$ cat src/rtl/ethernet_mmio_bridge.sv
// ethernet_mmio_bridge: decodes the Ethernet MMIO window, screens illegal
// requests, forwards legal ones through a one-entry request register to the
// controller and returns one in-order response per accepted request using a
// small tag FIFO of {write_not_read, error} entries.

// Checker: a controller response must only appear while a legal tag heads the queue.
module ethernet_mmio_bridge_chk (
  input logic clk_i,
  input logic reset_i,
  input logic i_eth_valid,
  input logic i_head_legal
);

  a_resp_paired: assert property (@(posedge clk_i) disable iff (reset_i)
    i_eth_valid |-> i_head_legal);

endmodule

module ethernet_mmio_bridge #(
  parameter int                      data_width_p = 32,
  parameter int                      addr_width_p = 40,
  parameter logic [addr_width_p-1:0] base_addr_p  = 40'h00_1000_0000,
  parameter int                      els_p        = 4
) (
  input  logic                    clk_i,
  input  logic                    reset_i,
  input  logic                    in_valid_i,
  output logic                    in_ready_and_o,
  input  logic                    in_write_not_read_i,
  input  logic [addr_width_p-1:0] in_addr_i,
  input  logic [1:0]              in_size_i,
  input  logic [data_width_p-1:0] in_data_i,
  output logic                    out_valid_o,
  input  logic                    out_ready_and_i,
  output logic                    out_write_not_read_o,
  output logic                    out_err_o,
  output logic [data_width_p-1:0] out_data_o,
  output logic [13:0]             eth_addr_o,
  output logic                    eth_write_en_o,
  output logic                    eth_read_en_o,
  output logic [1:0]              eth_op_size_o,
  output logic [data_width_p-1:0] eth_write_data_o,
  input  logic                    eth_ready_and_i,
  input  logic                    eth_valid_i,
  input  logic [data_width_p-1:0] eth_read_data_i,
  output logic                    eth_ready_and_o
);

  localparam int ptr_w_lp = $clog2(els_p);
  localparam int cnt_w_lp = ptr_w_lp + 1;

  // request register toward the controller
  logic                    r_req_v;
  logic                    r_wnr;
  logic [13:0]             r_addr;
  logic [1:0]              r_size;
  logic [data_width_p-1:0] r_wdata;

  // response-order tag FIFO
  logic [cnt_w_lp-1:0]     r_count;
  logic [ptr_w_lp-1:0]     r_wptr;
  logic [ptr_w_lp-1:0]     r_rptr;
  logic [els_p-1:0]        r_tag_wnr;
  logic [els_p-1:0]        r_tag_err;

  logic w_in_window;
  logic w_aligned;
  logic w_err_req;
  logic w_not_full;
  logic w_in_ready;
  logic w_accept;
  logic w_tag_v;
  logic w_err_h;
  logic w_wnr_h;
  logic w_out_valid;
  logic w_deq;

  assign w_in_window = (in_addr_i[addr_width_p-1:14] == base_addr_p[addr_width_p-1:14]);

  // natural alignment of the byte address for the requested access size
  always_comb begin
    w_aligned = 1'b0;
    case (in_size_i)
      2'd0:    w_aligned = 1'b1;
      2'd1:    w_aligned = ~in_addr_i[0];
      2'd2:    w_aligned = (in_addr_i[1:0] == 2'b00);
      default: w_aligned = 1'b0;
    endcase
  end

  // size 3 is never aligned, so it falls into the error class here
  assign w_err_req  = ~(w_in_window & w_aligned);
  assign w_not_full = (r_count < cnt_w_lp'(els_p));
  // error requests bypass the request register, so only legal ones wait on it
  assign w_in_ready = ~reset_i & w_not_full & (w_err_req | ~r_req_v | eth_ready_and_i);
  assign w_accept   = in_valid_i & w_in_ready;

  assign w_tag_v     = ~reset_i & (r_count != {cnt_w_lp{1'b0}});
  assign w_err_h     = r_tag_err[r_rptr];
  assign w_wnr_h     = r_tag_wnr[r_rptr];
  assign w_out_valid = w_tag_v & (w_err_h | eth_valid_i);
  assign w_deq       = w_out_valid & out_ready_and_i;

  assign in_ready_and_o       = w_in_ready;
  assign out_valid_o          = w_out_valid;
  assign out_err_o            = w_tag_v & w_err_h;
  assign out_write_not_read_o = w_tag_v & w_wnr_h;
  assign eth_ready_and_o      = w_tag_v & ~w_err_h & out_ready_and_i;

  assign eth_addr_o       = r_addr;
  assign eth_op_size_o    = r_size;
  assign eth_write_data_o = r_wdata;
  assign eth_write_en_o   = r_req_v & r_wnr;
  assign eth_read_en_o    = r_req_v & ~r_wnr;

  // read data passes through only for a legal read at the head
  always_comb begin
    out_data_o = {data_width_p{1'b0}};
    if (w_tag_v & ~w_err_h & ~w_wnr_h) begin
      out_data_o = eth_read_data_i;
    end else begin
      out_data_o = {data_width_p{1'b0}};
    end
  end

  // request register: load on legal accept (even while draining), empty on controller accept
  always_ff @(posedge clk_i) begin
    if (reset_i) begin
      r_req_v <= 1'b0;
      r_wnr   <= 1'b0;
      r_addr  <= 14'd0;
      r_size  <= 2'd0;
      r_wdata <= {data_width_p{1'b0}};
    end else if (w_accept & ~w_err_req) begin
      r_req_v <= 1'b1;
      r_wnr   <= in_write_not_read_i;
      r_addr  <= in_addr_i[13:0];
      r_size  <= in_size_i;
      r_wdata <= in_data_i;
    end else if (r_req_v & eth_ready_and_i) begin
      r_req_v <= 1'b0;
    end
  end

  // tag FIFO: enqueue every accepted request, dequeue on response handshake
  always_ff @(posedge clk_i) begin
    if (reset_i) begin
      r_count   <= {cnt_w_lp{1'b0}};
      r_wptr    <= {ptr_w_lp{1'b0}};
      r_rptr    <= {ptr_w_lp{1'b0}};
      r_tag_wnr <= {els_p{1'b0}};
      r_tag_err <= {els_p{1'b0}};
    end else begin
      if (w_accept) begin
        r_tag_wnr[r_wptr] <= in_write_not_read_i;
        r_tag_err[r_wptr] <= w_err_req;
        r_wptr            <= r_wptr + ptr_w_lp'(1);
      end
      if (w_deq) begin
        r_rptr <= r_rptr + ptr_w_lp'(1);
      end
      case ({w_accept, w_deq})
        2'b10:   r_count <= r_count + cnt_w_lp'(1);
        2'b01:   r_count <= r_count - cnt_w_lp'(1);
        default: r_count <= r_count;
      endcase
    end
  end

  ethernet_mmio_bridge_chk u_chk (
    .clk_i        (clk_i),
    .reset_i      (reset_i),
    .i_eth_valid  (eth_valid_i),
    .i_head_legal (w_tag_v & ~w_err_h)
  );

endmodule

$ cat config.mk
export PLATFORM = sky130hd
export DESIGN_NAME = ethernet_mmio_bridge
export DESIGN_NICKNAME = d
export VERILOG_FILES = /design/src/rtl/ethernet_mmio_bridge.sv
export SDC_FILE = /design/constraint.sdc
export NUM_CORES = 1
export LEC_CHECK = 0
export BUFFER_PORTS_ARGS = -buffer_cell sky130_fd_sc_hd__buf_2
export CORE_MARGIN = 4
export CORE_UTILIZATION = 39
export CTS_BUF_LIST = sky130_fd_sc_hd__clkbuf_4
export DETAILED_ROUTE_END_ITERATION = 6
export GPL_ROUTABILITY_DRIVEN = 0
export PLACE_DENSITY = 0.79
export SLEW_MARGIN = 30
export SYNTH_ARGS = -nofsm -noshare
export SYNTH_HDL_FRONTEND = slang
export SYNTH_SLANG_ARGS = --single-unit
$ cat constraint.sdc
create_clock -name clk_i -period 2.5 [get_ports clk_i]
set_input_delay 0.25 -clock clk_i [delete_from_list [all_inputs] [get_ports clk_i]]
set_output_delay 0.25 -clock clk_i [all_outputs]
set_load 0.005 [all_outputs]
Yosys cells after proc, flatten, opt, wreduce, memory -nomap -nowiden. Cells that the tools add are included.

Output and inout bits: 87. Input port bits: 113. Logic and storage cells: 68. Bits in registers: 65.

Reduce and logical (&&, ||, !) cells: 6. Multiplexer cells: 13. Add/sub/neg operators: 4. Bitwise operators: 26. Order comparisons: 4. Eq/ne operators: 5.

Operators by type and width (number): $mux W32 (1); $eq A26 B15 Y1 const B (1); $and A1 B1 Y1 (16); $bwmux W4 (2); $not A1 Y1 (7); $lt A2 B3 Y1 const B (2); $pmux W3 S2 (1); $mux W1 (5); $add A2 B1 Y2 const B (2); $bmux W1 S2 (2); $eq A2 B1 Y1 const B (2); $eq A2 B2 Y1 const B (2); $logic_not A2 Y1 (2); $reduce_bool A2 Y1 (2); $add A3 B1 Y3 const B (1); $lt A3 B3 Y1 const B (1); $or A1 B1 Y1 (3); $pmux W1 S3 (1); $reduce_bool A3 Y1 (1); $sub A3 B1 Y3 const B (1); $demux W1 S2 (1); $ge A2 B1 Y1 const B (1); $logic_and A1 B1 Y1 (1).

Logic depth before layout (Yosys ltp).
Depth after elaboration: 10. Depth in mapped cells: 10. Mapped depth without buffers: 10.

Least setup slack after synthesis. Ideal clock, no wire load.

Path kind: input port to flip-flop. Start: input in_addr_i[37]. End: register r_count[2]. Buffers on the path: 0. Required time: 2.430 ns. Stages: 10. Path slack: -0.039 ns. Data arrival time: 2.468 ns. Setup time: 0.070 ns. Cells stage by stage: nor4_1 nand3_2 nor4_4 nand2b_1 ha_1 inv_1 fa_1 xor2_1 or3_1 a21oi_1.

Cells in the longest elaborated chain, start to end: 9. Elaborated cells between the ends (all ways): 11. Those cells by class: 3 x eq/ne; 1 x mux; 6 x bitwise; 1 x reduce/logical.

RTL lines: from (decl) (line 30) `input logic [addr_width_p-1:0] in_addr_i,`; $eq A26 B15 Y1 * (line 78) `assign w_in_window = (in_addr_i[addr_width_p-1:14] == base_addr_p[addr_width_p-1:14]);`; $and A1 B1 Y1 * (line 92) `assign w_err_req = ~(w_in_window & w_aligned);`; $not A1 Y1 * (line 92); $or A1 B1 Y1 * (2 in series) (line 95) `assign w_in_ready = ~reset_i & w_not_full & (w_err_req | ~r_req_v | eth_ready_and_i);`; $and A1 B1 Y1 * (line 95); $and A1 B1 Y1 * (line 96) `assign w_accept = in_valid_i & w_in_ready;`; $eq A2 B1 Y1 or $eq A2 B2 Y1 (tied branches) (line 162) `case ({w_accept, w_deq})`; $pmux W3 S2 or $reduce_bool A2 Y1 (tied branches); to (signal assigned) (line 163) `2'b10: r_count <= r_count + cnt_w_lp'(1);`; to (signal assigned) (line 164) `2'b01: r_count <= r_count - cnt_w_lp'(1);`; to (signal assigned) (line 165) `default: r_count <= r_count;`; to (decl) (line 60) `logic [cnt_w_lp-1:0] r_count;`.

Mark *: on every way between the ends. The rest lies on a longest branch, timed or not. A chain may end at the register's enable or synchronous reset.

Worst setup path after layout.
Start: register r_rptr[0]. End: output out_data_o[1].

Cells in the longest elaborated chain, start to end: 6. Elaborated cells between the ends (all ways): 9. Those cells by class: 5 x mux; 4 x bitwise.

RTL lines: from (decl) (line 62) `logic [ptr_w_lp-1:0] r_rptr;`; from (signal assigned) (line 150) `r_rptr <= {ptr_w_lp{1'b0}};`; from (signal assigned) (line 160) `r_rptr <= r_rptr + ptr_w_lp'(1);`; $bmux W1 S2 (line 99) `assign w_err_h = r_tag_err[r_rptr];`; $mux W1 (implied by the code) (line 99); $not A1 Y1; $and A1 B1 Y1; $and A1 B1 Y1 * (line 119) `if (w_tag_v & ~w_err_h & ~w_wnr_h) begin`; $mux W32 * (line 119); to (decl) (line 37) `output logic [data_width_p-1:0] out_data_o,`.

Mark *: on every way between the ends. The rest lies on a longest branch, timed or not. The select of a mux whose other input is x is not followed.

==> impl_metrics.ini <==
[placed_design]
dp.cells = 649
post-place-ws_ns = 0.0262
dpl.hpwl_mm = 6.80
portBuffers = 199

[route]
wl_per_cell_um = 13.6
drtIter0Drc = 128
vias = 3179
routed_wirelength_mm = 9.11
drtAntennaViolNets = 0
drcViolationCount = 0
dr.pass1.iters = 4
vias_per_cell = 4.76

[timing]
setup_viol = 0
whs_ns = 0.0769
slew_violations = 0
period_needed_ns = 2.47
rsz0062_at_grt = true
finalClockSkew_ns = 0.00830
relSlewSlack = 0.588
period_share = 0.987
max_freq_ghz = 0.405
worst_slack_ns = 0.0325
tightest_slew_ns = 0.613
hold_violations = 0

[clock_tree]
cts_sinks = 65
cts_buffers = 9
cts_root_buffer = clkbuf_4
cts_tree = done
cts.htree.levels = 3
path_clk_slew_ns = 0.10
cts_max_path_buffers = 2
hold_buffers = 0
clk-insertion-delay-late_ns = 0.39

[synth]
synth_cell_types = 34
syn_area_um2 = 2970
netlist_top_cells_area = dfxtp_1, nand2_1, a21oi_1
syn_avg_cell_area_um2 = 8.26
synth_fp_nets = 479
yosysWarnings = 0
ys_seq_area_frac = 0.438
synthCells = 360
ys_seq_elements = 65
yosys.area.top_type_share = 0.438
synth_area_leader_cell = dfxtp_1

[run_status]
status = complete, no violations

[final_layout]
layout-drive-gt1-share = 0.464
fill_cells = 690
area_growth_pct = 47.3
multi_input_area_um2 = 1580
nets = 685
final_cells = 668
seq_area_um2 = 1310
antenna_cells = 0

[setup_path]
cp-end-kind = primary output
crit_arrival_ns = 2.22
startpoint_type = flip-flop
cp_max_fo = 8
cpPeakStageDelay_ns = 0.55
critPathKind = reg2out
cp_top_family = multiplexers
cp_slowest_cell = mux4_2
critPathBufInv = 2
path_cells = mux4_2 > nor4_4 > buf_4 > and2_1 > buf_2
crit_required_ns = 2.25

[global_routing]
grt_antenna_before_repair = 0
grt_use_total = 0.187
grt_max_degree = 51
grt_pass1_vias = 3007
grt_pass1_wl_mm = 13.3
grt_overflow = 0

[job]
drv_cap = 0

[worst_hold_path]
min_path_type = in2reg

[floorplan]
die-height_um = 95.3
die-area_um2 = 9080
core_area_um2 = 7330
num_rows = 31
initial_core_util = 0.406
die_w_um = 95.3
io_pins = 200

[pwr]
peakVddDrop_uv = 270
p_leak_uw = 0.00206
p_per_area_nw_per_um2 = 454
p_total_uw = 1990
-- worst paths after layout --
check / slack, ns / startpoint / depth (start not counted) / endpoint
min reg2reg: 0.46 / eth_write_data_o[28]$_SDFFE_PP0P_ / 2 / eth_write_data_o[28]$_SDFFE_PP0P_
min: 0.08 / in_data_i[17] / 3 / eth_write_data_o[17]$_SDFFE_PP0P_
max reg2reg: 0.13 / r_rptr[0]$_SDFFE_PP0P_ / 10 / r_count[2]$_SDFFE_PP0P_
max: 0.03 / r_rptr[0]$_SDFFE_PP0P_ / 5 / out_data_o[1]
-- area by class of cell --
| type | instances | area share |
|---|---|---|
| Multi-Input combinational cell | 268 | 0.361 |
| Sequential cell | 65 | 0.298 |
| Timing Repair Buffer | 216 | 0.281 |
| Tap cell | 99 | 0.0283 |
| Clock buffer | 9 | 0.0154 |
| Clock inverter | 5 | 0.0111 |
| Inverter | 6 | 0.00514 |
-- report_power, final --
part           switching (µW)  internal [µW]  total (µW)
Combinational             132            164         296
Sequential               8.38           1040        1050
Clock                     352            285         637
Total                     493           1490        1990
-- timing repair --
item / CTS / global route
pin swaps: 1 / 8
setup buffers: 0 / 3
gates cloned: 2 / 1
setup endpoints to repair: 32 / 33
gates resized for setup: 5 / 32
-- sequential cells by signal, indices dropped and copies added, names as in the netlist --
name	cells
eth_addr_o	14
eth_op_size_o	2
eth_write_data_o	32
r_count	3
r_req_v	1
r_rptr	2
r_tag_err	4
r_tag_wnr	4
r_wnr	1
r_wptr	2
-- placed cells by master, fill, tap and decap left out, types with 2 or more instances in the layout --
cell type  count
buf_2        185
nand2_1      110
dfxtp_1       63
a21oi_1       55
and2_1        20
buf_6         16
and2_4        15
nor2_1        14
buf_4         14
clkbuf_4       9
inv_1          6
nor4_4         5
nor2b_1        5
o21ai_0        4
mux2_2         4
mux2i_1        4
ha_1           4
nor3_1         3
xor2_1         3
or3_1          3
clkinv_1       3
mux4_2         2
nor4_1         2
nand2b_1       2
-- cells in the mapped netlist --
library cell    n
a21oi_1        55
a21oi_2         1
and2_1         35
buf_1           1
buf_2           5
buf_4           1
buf_6           5
clkbuf_1        9
dfxtp_1        65
fa_1            1
ha_1            5
inv_1           6
mux2_2          4
mux2i_1         4
mux4_2          2
nand2_1       110
nand2b_1        2
nand3_2         1
nand3b_1        1
nand4b_1        1
nor2_1         14
nor2b_1         5
nor3_1          4
nor3b_2         1
nor4_1          2
nor4_2          2
nor4_4          4
nor4b_2         1
o211ai_4        1
o21ai_0         4
o31ai_1         1
or3_1           3
or4_1           1
xor2_1          3
-- per-stage QoR --
step	TNS [ns]	utilization	instance area [µm²]
finish	0	0.597	4380
global route	-0.809	0.597	4380
global placement	0	0.558	4090
detailed placement	0	0.558	4090
floorplan	0	-	2980
CTS	0	0.577	4230
-- kinds of logic (layout without fill, tap and decap cells) --
| logic type | after synthesis | after routing | synth area share |
|---|---|---|---|
| mux | 10 | 10 | 0.0438 |
| compound gates | 62 | 62 | 0.112 |
| simple gates | 187 | 187 | 0.320 |
| flops | 65 | 65 | 0.438 |
| buf+inv | 27 | 236 | 0.0501 |
| xor+xnor | 3 | 3 | 0.00884 |
| fa+ha+maj | 6 | 6 | 0.0278 |
-- worst reg2reg max path, stage by stage (launching register included) --
cell     delay (ns)
dfxtp_4        0.37
mux4_2         0.38
buf_4          0.13
nor2_1         0.05
nor2_1         0.19
ha_2           0.22
inv_1          0.05
fa_2           0.33
xor2_1         0.15
or3_1          0.30
a21oi_1        0.14
-- metal layers --
layer	share of wire	global-route usage	vias to the layer above	routed length (µm)
li1	-	-	1587	-
met4	0.0074	0.0397	0	67
met5	0	0	-	0
met2	0.53	0.359	129	4820
met1	0.36	0.188	1457	3290
met3	0.10	0.0742	6	935
(Power assumes the default switching activity.)
